## src/rtl/manycore_pkg.sv

```systemverilog
// Shared definitions for the manycore mesh router.
//   NPORTS        : number of router ports competing for one output
//   e_port        : router port index (EAST..LOCAL)
//   sched_state_e : state of one output-port wormhole scheduler
package manycore_pkg;

  localparam int unsigned NPORTS = 5;

  typedef enum logic [2:0] {
    EAST  = 3'd0,
    WEST  = 3'd1,
    NORTH = 3'd2,
    SOUTH = 3'd3,
    LOCAL = 3'd4
  } e_port;

  typedef enum logic [1:0] {
    IDLE    = 2'd0,
    HDR     = 2'd1,
    SIZE    = 2'd2,
    PAYLOAD = 2'd3
  } sched_state_e;

endpackage

```

## src/rtl/noc_output_scheduler_if.sv

```systemverilog
// Handshake bundle between the input buffers / output link and one output scheduler.
//   req_i    : input n has a packet routed to this output
//   valid_i  : input n buffer head holds a flit
//   flit_i   : head flits, input n at [n*FLIT_WIDTH +: FLIT_WIDTH]
//   credit_i : downstream can take one flit this cycle
//   grant_o  : one-hot owner of the output
//   ack_o    : pop strobe back to the owning input
//   data_o   : outgoing flit, tx_o marks it valid
//   busy_o   : a packet is in flight
// The scheduler connects through the slave modport, the surrounding router through master.
interface noc_output_scheduler_if #(
  parameter int unsigned FLIT_WIDTH = 32,
  parameter int unsigned NPORTS     = 5
);

  logic [NPORTS-1:0]            req_i;
  logic [NPORTS-1:0]            valid_i;
  logic [NPORTS*FLIT_WIDTH-1:0] flit_i;
  logic                         credit_i;
  logic [NPORTS-1:0]            grant_o;
  logic [NPORTS-1:0]            ack_o;
  logic [FLIT_WIDTH-1:0]        data_o;
  logic                         tx_o;
  logic                         busy_o;

  modport master (
    output req_i, valid_i, flit_i, credit_i,
    input  grant_o, ack_o, data_o, tx_o, busy_o
  );

  modport slave (
    input  req_i, valid_i, flit_i, credit_i,
    output grant_o, ack_o, data_o, tx_o, busy_o
  );

endinterface

```

## src/rtl/rr_arbiter.sv

```systemverilog
// Combinational round-robin pick.
//   req_i : request vector (already masked by the caller)
//   ptr_i : index of the last winner; the search starts at ptr_i+1 and wraps
//   gnt_o : one-hot winner, zero when nothing is requested
module rr_arbiter #(
  parameter int unsigned NPORTS = 5,
  localparam int unsigned PtrW  = (NPORTS > 1) ? $clog2(NPORTS) : 1
) (
  input  logic [NPORTS-1:0] req_i,
  input  logic [PtrW-1:0]   ptr_i,
  output logic [NPORTS-1:0] gnt_o
);

  logic            found;
  logic [PtrW-1:0] idx;

  always_comb begin
    gnt_o = '0;
    found = 1'b0;
    idx   = '0;
    // offset NPORTS brings the search back to the last winner itself, so it only
    // wins when it is the sole requester
    for (int unsigned off = 1; off <= NPORTS; off++) begin
      idx = PtrW'((32'(ptr_i) + off) % NPORTS);
      if (!found && req_i[idx]) begin
        gnt_o[idx] = 1'b1;
        found      = 1'b1;
      end
    end
  end

endmodule

```

## src/rtl/noc_output_scheduler.sv

```systemverilog
// Wormhole scheduler for one router output port.
// Arbitrates the input buffers round-robin, holds the grant for a whole packet
// (header flit, size flit, then 'size' payload flits) and forwards flits under
// credit-based flow control.
//   clock : rising-edge clock
//   reset : asynchronous, active-high
//   bus   : slave side of noc_output_scheduler_if (requests, head flits, credit in;
//           grant, pop strobes, outgoing flit, tx and busy out)
module noc_output_scheduler #(
  parameter int unsigned FLIT_WIDTH = 32,
  parameter int unsigned NPORTS     = 5,
  parameter int unsigned SELF_PORT  = 4
) (
  input logic                   clock,
  input logic                   reset,
  noc_output_scheduler_if.slave bus
);

  import manycore_pkg::*;

  localparam int unsigned PtrW = (NPORTS > 1) ? $clog2(NPORTS) : 1;

  sched_state_e          state_q, state_d;
  logic [NPORTS-1:0]     grant_q, grant_d;
  logic [PtrW-1:0]       ptr_q, ptr_d;
  logic [FLIT_WIDTH-1:0] cnt_q, cnt_d;
  logic [FLIT_WIDTH-1:0] data_q, data_d;

  logic [NPORTS-1:0]     req_masked;
  logic [NPORTS-1:0]     arb_gnt;
  logic [PtrW-1:0]       gidx;
  logic [FLIT_WIDTH-1:0] gflit;
  logic                  gvalid;
  logic                  xfer;
  logic                  release_pkt;

  // A packet never turns back out of the port it came in on.
  assign req_masked = bus.req_i & ~(NPORTS'(1) << SELF_PORT);

  rr_arbiter #(
    .NPORTS (NPORTS)
  ) u_arb (
    .req_i (req_masked),
    .ptr_i (ptr_q),
    .gnt_o (arb_gnt)
  );

  // Select the owning input's head flit and valid bit.
  always_comb begin
    gidx   = '0;
    gflit  = '0;
    gvalid = 1'b0;
    for (int unsigned n = 0; n < NPORTS; n++) begin
      if (grant_q[n]) begin
        gidx   = PtrW'(n);
        gflit  = bus.flit_i[n*FLIT_WIDTH +: FLIT_WIDTH];
        gvalid = bus.valid_i[n];
      end
    end
  end

  assign xfer = (state_q != IDLE) && gvalid && bus.credit_i;

  always_comb begin
    state_d     = state_q;
    grant_d     = grant_q;
    ptr_d       = ptr_q;
    cnt_d       = cnt_q;
    release_pkt = 1'b0;
    data_d      = xfer ? gflit : data_q;

    case (state_q)
      IDLE: begin
        if (|req_masked) begin
          grant_d = arb_gnt;
          state_d = HDR;
        end
      end
      HDR: begin
        if (xfer) state_d = SIZE;
      end
      SIZE: begin
        if (xfer) begin
          cnt_d = gflit;
          if (gflit == '0) release_pkt = 1'b1;
          else             state_d     = PAYLOAD;
        end
      end
      PAYLOAD: begin
        if (xfer) begin
          cnt_d = cnt_q - FLIT_WIDTH'(1);
          if (cnt_q == FLIT_WIDTH'(1)) release_pkt = 1'b1;
        end
      end
      default: state_d = IDLE;
    endcase

    if (release_pkt) begin
      state_d = IDLE;
      grant_d = '0;
      ptr_d   = gidx;
    end
  end

  always_ff @(posedge clock or posedge reset) begin
    if (reset) begin
      state_q <= IDLE;
      grant_q <= '0;
      ptr_q   <= PtrW'(NPORTS - 1);
      cnt_q   <= '0;
      data_q  <= '0;
    end else begin
      state_q <= state_d;
      grant_q <= grant_d;
      ptr_q   <= ptr_d;
      cnt_q   <= cnt_d;
      data_q  <= data_d;
    end
  end

  assign bus.grant_o = grant_q;
  assign bus.ack_o   = xfer ? grant_q : '0;
  assign bus.tx_o    = xfer;
  // data_q holds the last flit sent so data_o is stable while idle or stalled
  assign bus.data_o  = xfer ? gflit : data_q;
  assign bus.busy_o  = (state_q != IDLE);

endmodule

```

## src/flat_wrapper.sv

```systemverilog
// flat-port wrapper written by rule: the top's interface ports become plain ports
module noc_output_scheduler_flat import manycore_pkg::*;
#(
  parameter int unsigned FLIT_WIDTH = 32,
  parameter int unsigned NPORTS     = 5,
  parameter int unsigned SELF_PORT  = 4
)
  (clock, reset, bus_req_i, bus_valid_i, bus_flit_i, bus_credit_i, bus_grant_o, bus_ack_o, bus_data_o, bus_tx_o, bus_busy_o);
  noc_output_scheduler_if #(.FLIT_WIDTH(FLIT_WIDTH), .NPORTS(NPORTS)) bus_i ();
  input logic clock;
  input logic reset;
  input wire logic [$bits(bus_i.req_i)-1:0] bus_req_i;
  input wire logic [$bits(bus_i.valid_i)-1:0] bus_valid_i;
  input wire logic [$bits(bus_i.flit_i)-1:0] bus_flit_i;
  input wire logic [$bits(bus_i.credit_i)-1:0] bus_credit_i;
  output wire logic [$bits(bus_i.grant_o)-1:0] bus_grant_o;
  output wire logic [$bits(bus_i.ack_o)-1:0] bus_ack_o;
  output wire logic [$bits(bus_i.data_o)-1:0] bus_data_o;
  output wire logic [$bits(bus_i.tx_o)-1:0] bus_tx_o;
  output wire logic [$bits(bus_i.busy_o)-1:0] bus_busy_o;
  assign bus_i.req_i = bus_req_i;
  assign bus_i.valid_i = bus_valid_i;
  assign bus_i.flit_i = bus_flit_i;
  assign bus_i.credit_i = bus_credit_i;
  assign bus_grant_o = bus_i.grant_o;
  assign bus_ack_o = bus_i.ack_o;
  assign bus_data_o = bus_i.data_o;
  assign bus_tx_o = bus_i.tx_o;
  assign bus_busy_o = bus_i.busy_o;
  noc_output_scheduler #(.FLIT_WIDTH(FLIT_WIDTH), .NPORTS(NPORTS), .SELF_PORT(SELF_PORT)) u_core (.clock(clock), .reset(reset), .bus(bus_i));
endmodule
```

## config.mk

```make
export PLATFORM = sky130hd
export DESIGN_NAME = noc_output_scheduler_flat
export DESIGN_NICKNAME = d
export VERILOG_FILES = /design/src/rtl/manycore_pkg.sv /design/src/rtl/noc_output_scheduler_if.sv /design/src/rtl/rr_arbiter.sv /design/src/rtl/noc_output_scheduler.sv /design/src/flat_wrapper.sv
export SDC_FILE = /design/constraint.sdc
export NUM_CORES = 1
export LEC_CHECK = 0
export ABC_AREA = 1
export BUFFER_PORTS_ARGS = -buffer_cell sky130_fd_sc_hd__clkbuf_2
export CAP_MARGIN = 20
export CORE_UTILIZATION = 30
export DETAILED_ROUTE_END_ITERATION = 16
export GPL_ROUTABILITY_DRIVEN = 0
export GPL_TIMING_DRIVEN = 0
export MAX_ROUTING_LAYER = met4
export PLACE_DENSITY = 0.59
export SLEW_MARGIN = 30
export SYNTH_ARGS = -nofsm -noshare
export SYNTH_HDL_FRONTEND = slang
export SYNTH_SLANG_ARGS = --single-unit
```

## constraint.sdc

```tcl
create_clock -name clock -period 10.3 [get_ports clock]
set_input_delay 0 -clock clock [delete_from_list [all_inputs] [get_ports clock]]
set_output_delay 0 -clock clock [all_outputs]
set_load 0.01 [all_outputs]
```

After elaboration in Yosys (flattened, before gate mapping). Cells that the tools add are included.

Word-level logic and storage cells: 128. Output and inout bits: 44. Flip-flop bits (word level): 74.

$lt $le $gt $ge: 10. Add/subtract/negate cells: 6. Multiplexer cells: 62. Bitwise gates (word level): 4. Reduce and logical (&&, ||, !) cells: 26. Eq/ne operators: 10. Divide/modulo/power cells: 5.

Operator list (number): 2-to-1 mux 32 bit (8); modulo 32 x 3 -> 32 bit (second input constant) (5); case mux 32 bit (2 select lines) (1); 2-to-1 mux 5 bit (9); equality test 32 x 1 -> 1 bit (second input constant) (1); logical NOT 32 bit (1); subtractor 32 x 1 -> 32 bit (second input constant) (1); 2-to-1 mux 1 bit (24); less-than comparator 3 x 4 -> 1 bit (second input constant) (5); OR 5 bit (4); binary-select mux 1 bit (select 3 bit) (5); demux 1 bit (select 3 bit) (5); >= comparator 3 x 1 -> 1 bit (second input constant) (5); 2-to-1 mux 2 bit (7); logical AND 1 bit (11); inequality test 3 x 1 -> 1 bit (second input constant) (3); adder 3 x 2 -> 4 bit (second input constant) (2); adder 3 x 3 -> 4 bit (second input constant) (2); nonzero test 2 bit (4); case mux 2 bit (3 select lines) (1); AND reduction 5 bit (1); adder 3 x 1 -> 4 bit (second input constant) (1); equality test 2 bit (second input constant) (2); logical NOT 1 bit (4); 10 further kinds (11).

Longest topological paths before layout.
Depth in word-level cells: 20. Depth in mapped cells: 26. Depth with buffers taken out: 26.

Cells and area by module. A second synthesis with hierarchy kept.

Cells, all modules: 1164. Area total of the unflattened synthesis: 7488.4 µm².

By module, submodules not included: noc_output_scheduler (cells an instance 833, seq. area each 1853.0 µm², times used 1, area each 5490.3 µm²); rr_arbiter (cells an instance 331, seq. area each 0.0 µm², times used 1, area each 1998.2 µm²).

Worst setup path after synthesis. No wires, ideal clock.

Path type: register -> register. Start point: register u_core.ptr_q[0]. End point: register u_core.grant_q[1], in the netlist u_core.bus.grant_o[1]. Data arrival time: 3.192 ns. Stages on the path, launching flop included: 24. Setup slack: 6.992 ns. Setup time: 0.116 ns. Period minus slack after synthesis: 3.308 ns. Data required time: 10.184 ns. Buffers on the path: 1. Cells stage by stage: dfrtp_1 > clkinv_1 > ha_1 > buf_4 > inv_1 > ha_1 > inv_1 > ha_1 > nor3b_1 > nand2_1 > nand2_2 > nand2_1 > nand2_1 > nand2_2 > nor2_4 > nand3_4 > nand2_2 > nor2_4 > nand3_1 > nand2_1 > inv_1 > nand3_1 > nand2_1 > nand2_1.

Longest elaborated chain between the ends: 20. Elaborated cells on any way between the ends: 69. Those cells by class: add/sub (5); div (5); order compare (10); mux (32); bitwise (4); reduce/logical (13).

Ends and longest elaborated chain: start, declared (RTL line noc_output_scheduler.sv:25) `logic [PtrW-1:0] ptr_q, ptr_d;`; start signal, assigned (RTL line noc_output_scheduler.sv:109) `ptr_q <= PtrW'(NPORTS - 1);`; start signal, assigned (RTL line noc_output_scheduler.sv:115) `ptr_q <= ptr_d;`; parallel branches: the longest is 16 deep, another holds modulo 32 x 3 -> 32 bit; 2-to-1 mux 5 bit (*) (RTL line rr_arbiter.sv:25) `if (!found && req_i[idx]) begin`; 2-to-1 mux 5 bit (*) (RTL line noc_output_scheduler.sv:74) `if (|req_masked) begin`; 2-to-1 mux 5 bit (*) (RTL line noc_output_scheduler.sv:72) `case (state_q)`; 2-to-1 mux 5 bit (*) (RTL line noc_output_scheduler.sv:98) `if (release_pkt) begin`; end signal, assigned (RTL line noc_output_scheduler.sv:114) `grant_q <= grant_d;`; end, declared (RTL line noc_output_scheduler.sv:24) `logic [NPORTS-1:0] grant_q, grant_d;`.

Every way passes the cells marked *. The select of a mux whose other input is x is not followed. A chain may end at the register's enable or synchronous reset.

Worst setup path after layout.
Start point: register u_core.ptr_q[0]. End point: register u_core.grant_q[0], in the netlist u_core.bus.grant_o[0].

The elaborated chain is that of the path after synthesis.

==> summary by stage <==
STA
In this run the tightest slew margin relative to its limit is 41.3%. For the pin with the worst max-slew slack, the measured transition is 880 ps. The total negative slack for setup checks is 0 ps.

On the final layout, the worst hold slack is 83.0 ps. For this run, the top clock speed supported by timing is 251 MHz. The final worst-path cycle share is 38.6%. The final hold violation count is 0. The largest clock skew in the final design is 7.69 ps. The max-slew violation count is 0. Setup slack on the critical path of the routed design comes to 6320 ps.

Setup repair after global routing left no endpoint under its margin. The clock period could shrink to 3980 ps. The final count of negative-setup-slack endpoints is 0.

Floorplan
The standard cell core area is 22800 µm². The I/O pin total is 217. The floorplan step set the die height to 155 µm. The floorplan step defined a die boundary enclosing 24100 µm². The die outline width is 155 µm.

For this configuration, the core starts out at a cell density of 30.8%. The row count is 55.

Final layout
The count of cells in the finished layout, fillers not included, comes to 1669. At the end of the flow the core is filled with cells to 38.8%. The area growth from synthesis to layout is 25.8%. The fill cell total of the finished layout is 2547. In the final design database the tool counted 1552 nets. The multi-input combinational cells in the finished layout cover a total of 4470 µm². The number of antenna cells inserted is 0. The register cell area after layout is 1850 µm². The share of post-route cells with drive strength above 1 is 23.9%.

Hold path
The class of the most critical hold timing path is primary input to flip-flop. The worst hold path begins at bus_req_i[2]. The hold-critical path depth is 4. The path with the worst hold slack has its endpoint at u_core.bus.grant_o[4].

Routing
The remaining number of nets flagged by the antenna check after routing is 0. The total met3 wirelength after detailed routing is 1700 µm. The met2 wire length is 13200 µm. The per-cell routed wire length is 17.3 µm. Routed signal wires occupy layers up through met4.

The pre-antenna-repair detailed-routing pass consisted of 6 iterations. In this run, the number of DRC markers left after iteration 0 of detailed routing was 694. The routed via count is 8266.

The detail-routed via count per cell is 4.95. The detailed-routing wirelength on met1 is 13200 µm. The number of remaining DRC errors is 0. Summed over all layers, the routed wires come to 28900 µm.

Power and ir drop
Internal power comes to 1.36 mW. The worst ir drop on vdd is 0.169 mV. The clock network burns 10.5% of the power. Summed over all cells, the static leakage comes to 4.66 nW. For this design the total switching power over the nets is 1.80 mW. Registers are responsible for 16.6% of the overall power. The power density of the placed cells is 357 nW/µm². Combinational logic burns 72.9% of the power. Of the total power, the share spent switching nets is 56.9%.

Setup path
The worst register-to-register path begins at u_core.ptr_q[0]. Along the worst path, the maximum fanout reaches 11. The classification of the worst setup path is flip-flop to flip-flop. For the worst setup path, the data arrival time is 4220 ps. STA classifies the critical path endpoint as a flip-flop. At the worst endpoint, the required time is 10540 ps. The number of cells on the worst reg-to-reg path is 23. The register-to-register setup slack is 6320 ps. The kind of launch point of the worst setup path is a flip-flop. The worst flop-to-flop path endpoint is u_core.bus.grant_o[0].

Logic synthesis
nand2_1 is the most common cell in the netlist. The commonest cells after synthesis are nand2_1, inv_1, nor2_1, o21ai_0. The Yosys step of the flow raised 0 warnings. The number of synthesized flops with an enable pin is 0.

The share of synthesized registers carrying an async set or reset is 100%. The number of distinct library cells after synthesis is 56. The fraction of post-synthesis cell area in the top cell type by area is 26.0%. Synthesis handed over a netlist of 1123 instances. When the netlist entered floorplanning its net count stood at 1324. The total standard cell area after synthesis is 7040 µm².

After synthesis, flip-flops and latches occupy 26.3% of the total area. In the post-synthesis netlist, the biggest area contributors are dfrtp_1, nand2_1, o21ai_0, inv_1, nor2_1. For this run, the leading register cell type out of synthesis is dfrtp_1.

The top cell type by total area after synthesis is dfrtp_1. The synthesized design contains 74 register bits. The mean instance size in the synthesized netlist is 6.27 µm².

Clock tree
The quantity of gates resized following cts is 0. TritonCTS built the clock tree. The H-tree depth is 3. The clock latency on the worst-skew pair is 350 ps. No sink is reached through more buffers than the 2 on the longest clock path.

The total clock sinks is 74. Clock-pin slew was measured on the worst setup and hold paths at 70 ps. The buffer type at the clock tree root is clkbuf_16. The total CTS buffers is 9.

Global routing
For this run the aggregate overflow at the end of global routing stands at 0. The number of global-route vias before repair was 7595. The global-route total usage across every layer is 24.8%. Entering global routing, the biggest net connects 46 pins.

The global-route wire length before repair is 43400 µm. The number of antenna violations at the first check in global routing came to 0.

Outcome
The flow ran to the end, and the final reports show no timing, DRC or antenna violations.

Placed design
The count of buffers added on input and output ports is 215. The total placed cells including tap cells is 1652. The HPWL after detailed placement is 23700 µm.

The worst-case setup slack after placement is 6320 ps.

Run
Across the run, the number of max-cap violations was 0.
==> worst max-delay path, stage by stage (launching register included) <==
cell,delay [ps]
dfrtp_1,530
clkinv_1,460
ha_1,520
buf_4,200
inv_1,220
ha_1,200
inv_1,40
ha_1,260
nor3b_1,200
nand2_1,90
nand2_2,130
nand2_1,70
nand2_1,70
nand2_2,90
nor2_4,170
nand3_4,130
nand2_2,100
nor2_4,40
nand3_1,70
nand2_1,50
inv_1,50
nand3_1,70
nand2_1,60
nand2_1,40
==> power by group through the flow <==
| stage | Clock [mW] | Combinational, mW | Sequential [mW] |
|---|---|---|---|
| detailed placement | 0 | 2.28 | 0.524 |
| global route | 0.356 | 2.58 | 0.539 |
| finish | 0.333 | 2.30 | 0.525 |
| global placement | 0 | 2.25 | 0.524 |
| floorplan | 0 | 1.69 | 0.501 |
| CTS | 0.338 | 2.29 | 0.521 |
==> routing by layer <==
metal / track usage, % / vias to the layer above
met4: 8.44 / 0
met1: 31.8 / 3781
li1: - / 4102
met5: - / -
met3: 3.34 / 40
met2: 40.1 / 343
==> cell usage in the layout (no fill, tap or decap), types with 18 or more instances in the layout <==
master    Yosys  routed
nand4_1      41      41
ha_1         28      28
dfrtp_1      73      73
nand3_1      73      73
o21ai_1      25      25
o21ai_0      90      90
nor2_1      101     101
inv_1       114     113
clkbuf_2      0     215
nand2_1     354     354
nand2_2      18      18
clkbuf_1     26      26
a21oi_1      53      53
==> cells by family (layout without fill, tap and decap cells) <==
group,Yosys count,after routing,share of synthesized area (%)
and+or+nand+nor,631,631,40.6
AOI/OAI and AO/OA,198,198,15.6
buffers and inverters,174,407,10.2
DFF,74,74,26.3
adders and majority gates,28,28,4.98
xor gates and xnor gates,18,18,2.35
==> layout make-up <==
| type | instances | area share [%] |
|---|---|---|
| plain buffers | 46 | 2.60 |
| clock buffers | 9 | 2.54 |
| clock inverters | 7 | 0.947 |
| inverters | 128 | 5.52 |
| multi-input cells | 875 | 50.5 |
| flip-flops and latches | 74 | 20.9 |
| well taps | 313 | 4.42 |
| repair buffers | 217 | 12.6 |
==> stage by stage <==
| stage | instance area [µm²] | power [mW] |
|---|---|---|
| 2_1_floorplan | 7040 | 2.19 |
| 3_3_place_gp | 8510 | 2.77 |
| 3_5_place_dp | 8540 | 2.80 |
| 4_1_cts | 8850 | 3.15 |
| 5_1_grt | 8850 | 3.47 |
| 6_report | 8850 | 3.16 |
==> registers in the layout, summed over array words and instances (netlist names) <==
signal,cells
u_core.bus.grant_o,5
u_core.cnt_q,32
u_core.data_q,32
u_core.state_q,2
u_core.ptr_q,3
==> worst max-delay path by stage <==
| stage | startpoint | endpoint | slack [ps] | depth (start not counted) |
|---|---|---|---|---|
| global placement | u_core.ptr_q[0] | u_core.bus.grant_o[3] | 6390 | 23 |
| detailed placement | u_core.ptr_q[0] | u_core.bus.grant_o[2] | 6320 | 23 |
| finish | u_core.ptr_q[0] | u_core.bus.grant_o[0] | 6320 | 23 |
| floorplan | u_core.ptr_q[0] | u_core.bus.grant_o[1] | 6990 | 23 |
| CTS | u_core.ptr_q[0] | u_core.bus.grant_o[2] | 6290 | 23 |
| global route | u_core.ptr_q[0] | u_core.bus.grant_o[0] | 5900 | 23 |
==> timing repair <==
| action | 4_1_cts | 5_1_grt |
|---|---|---|
| hold endpoints to repair | 31 | 0 |
| buffers inserted | 0 | 0 |
| hold buffers | 1 | 0 |
| endpoints found under the setup margin | 0 | 0 |
No activity file was read; power rests on OpenSTA's default activity.
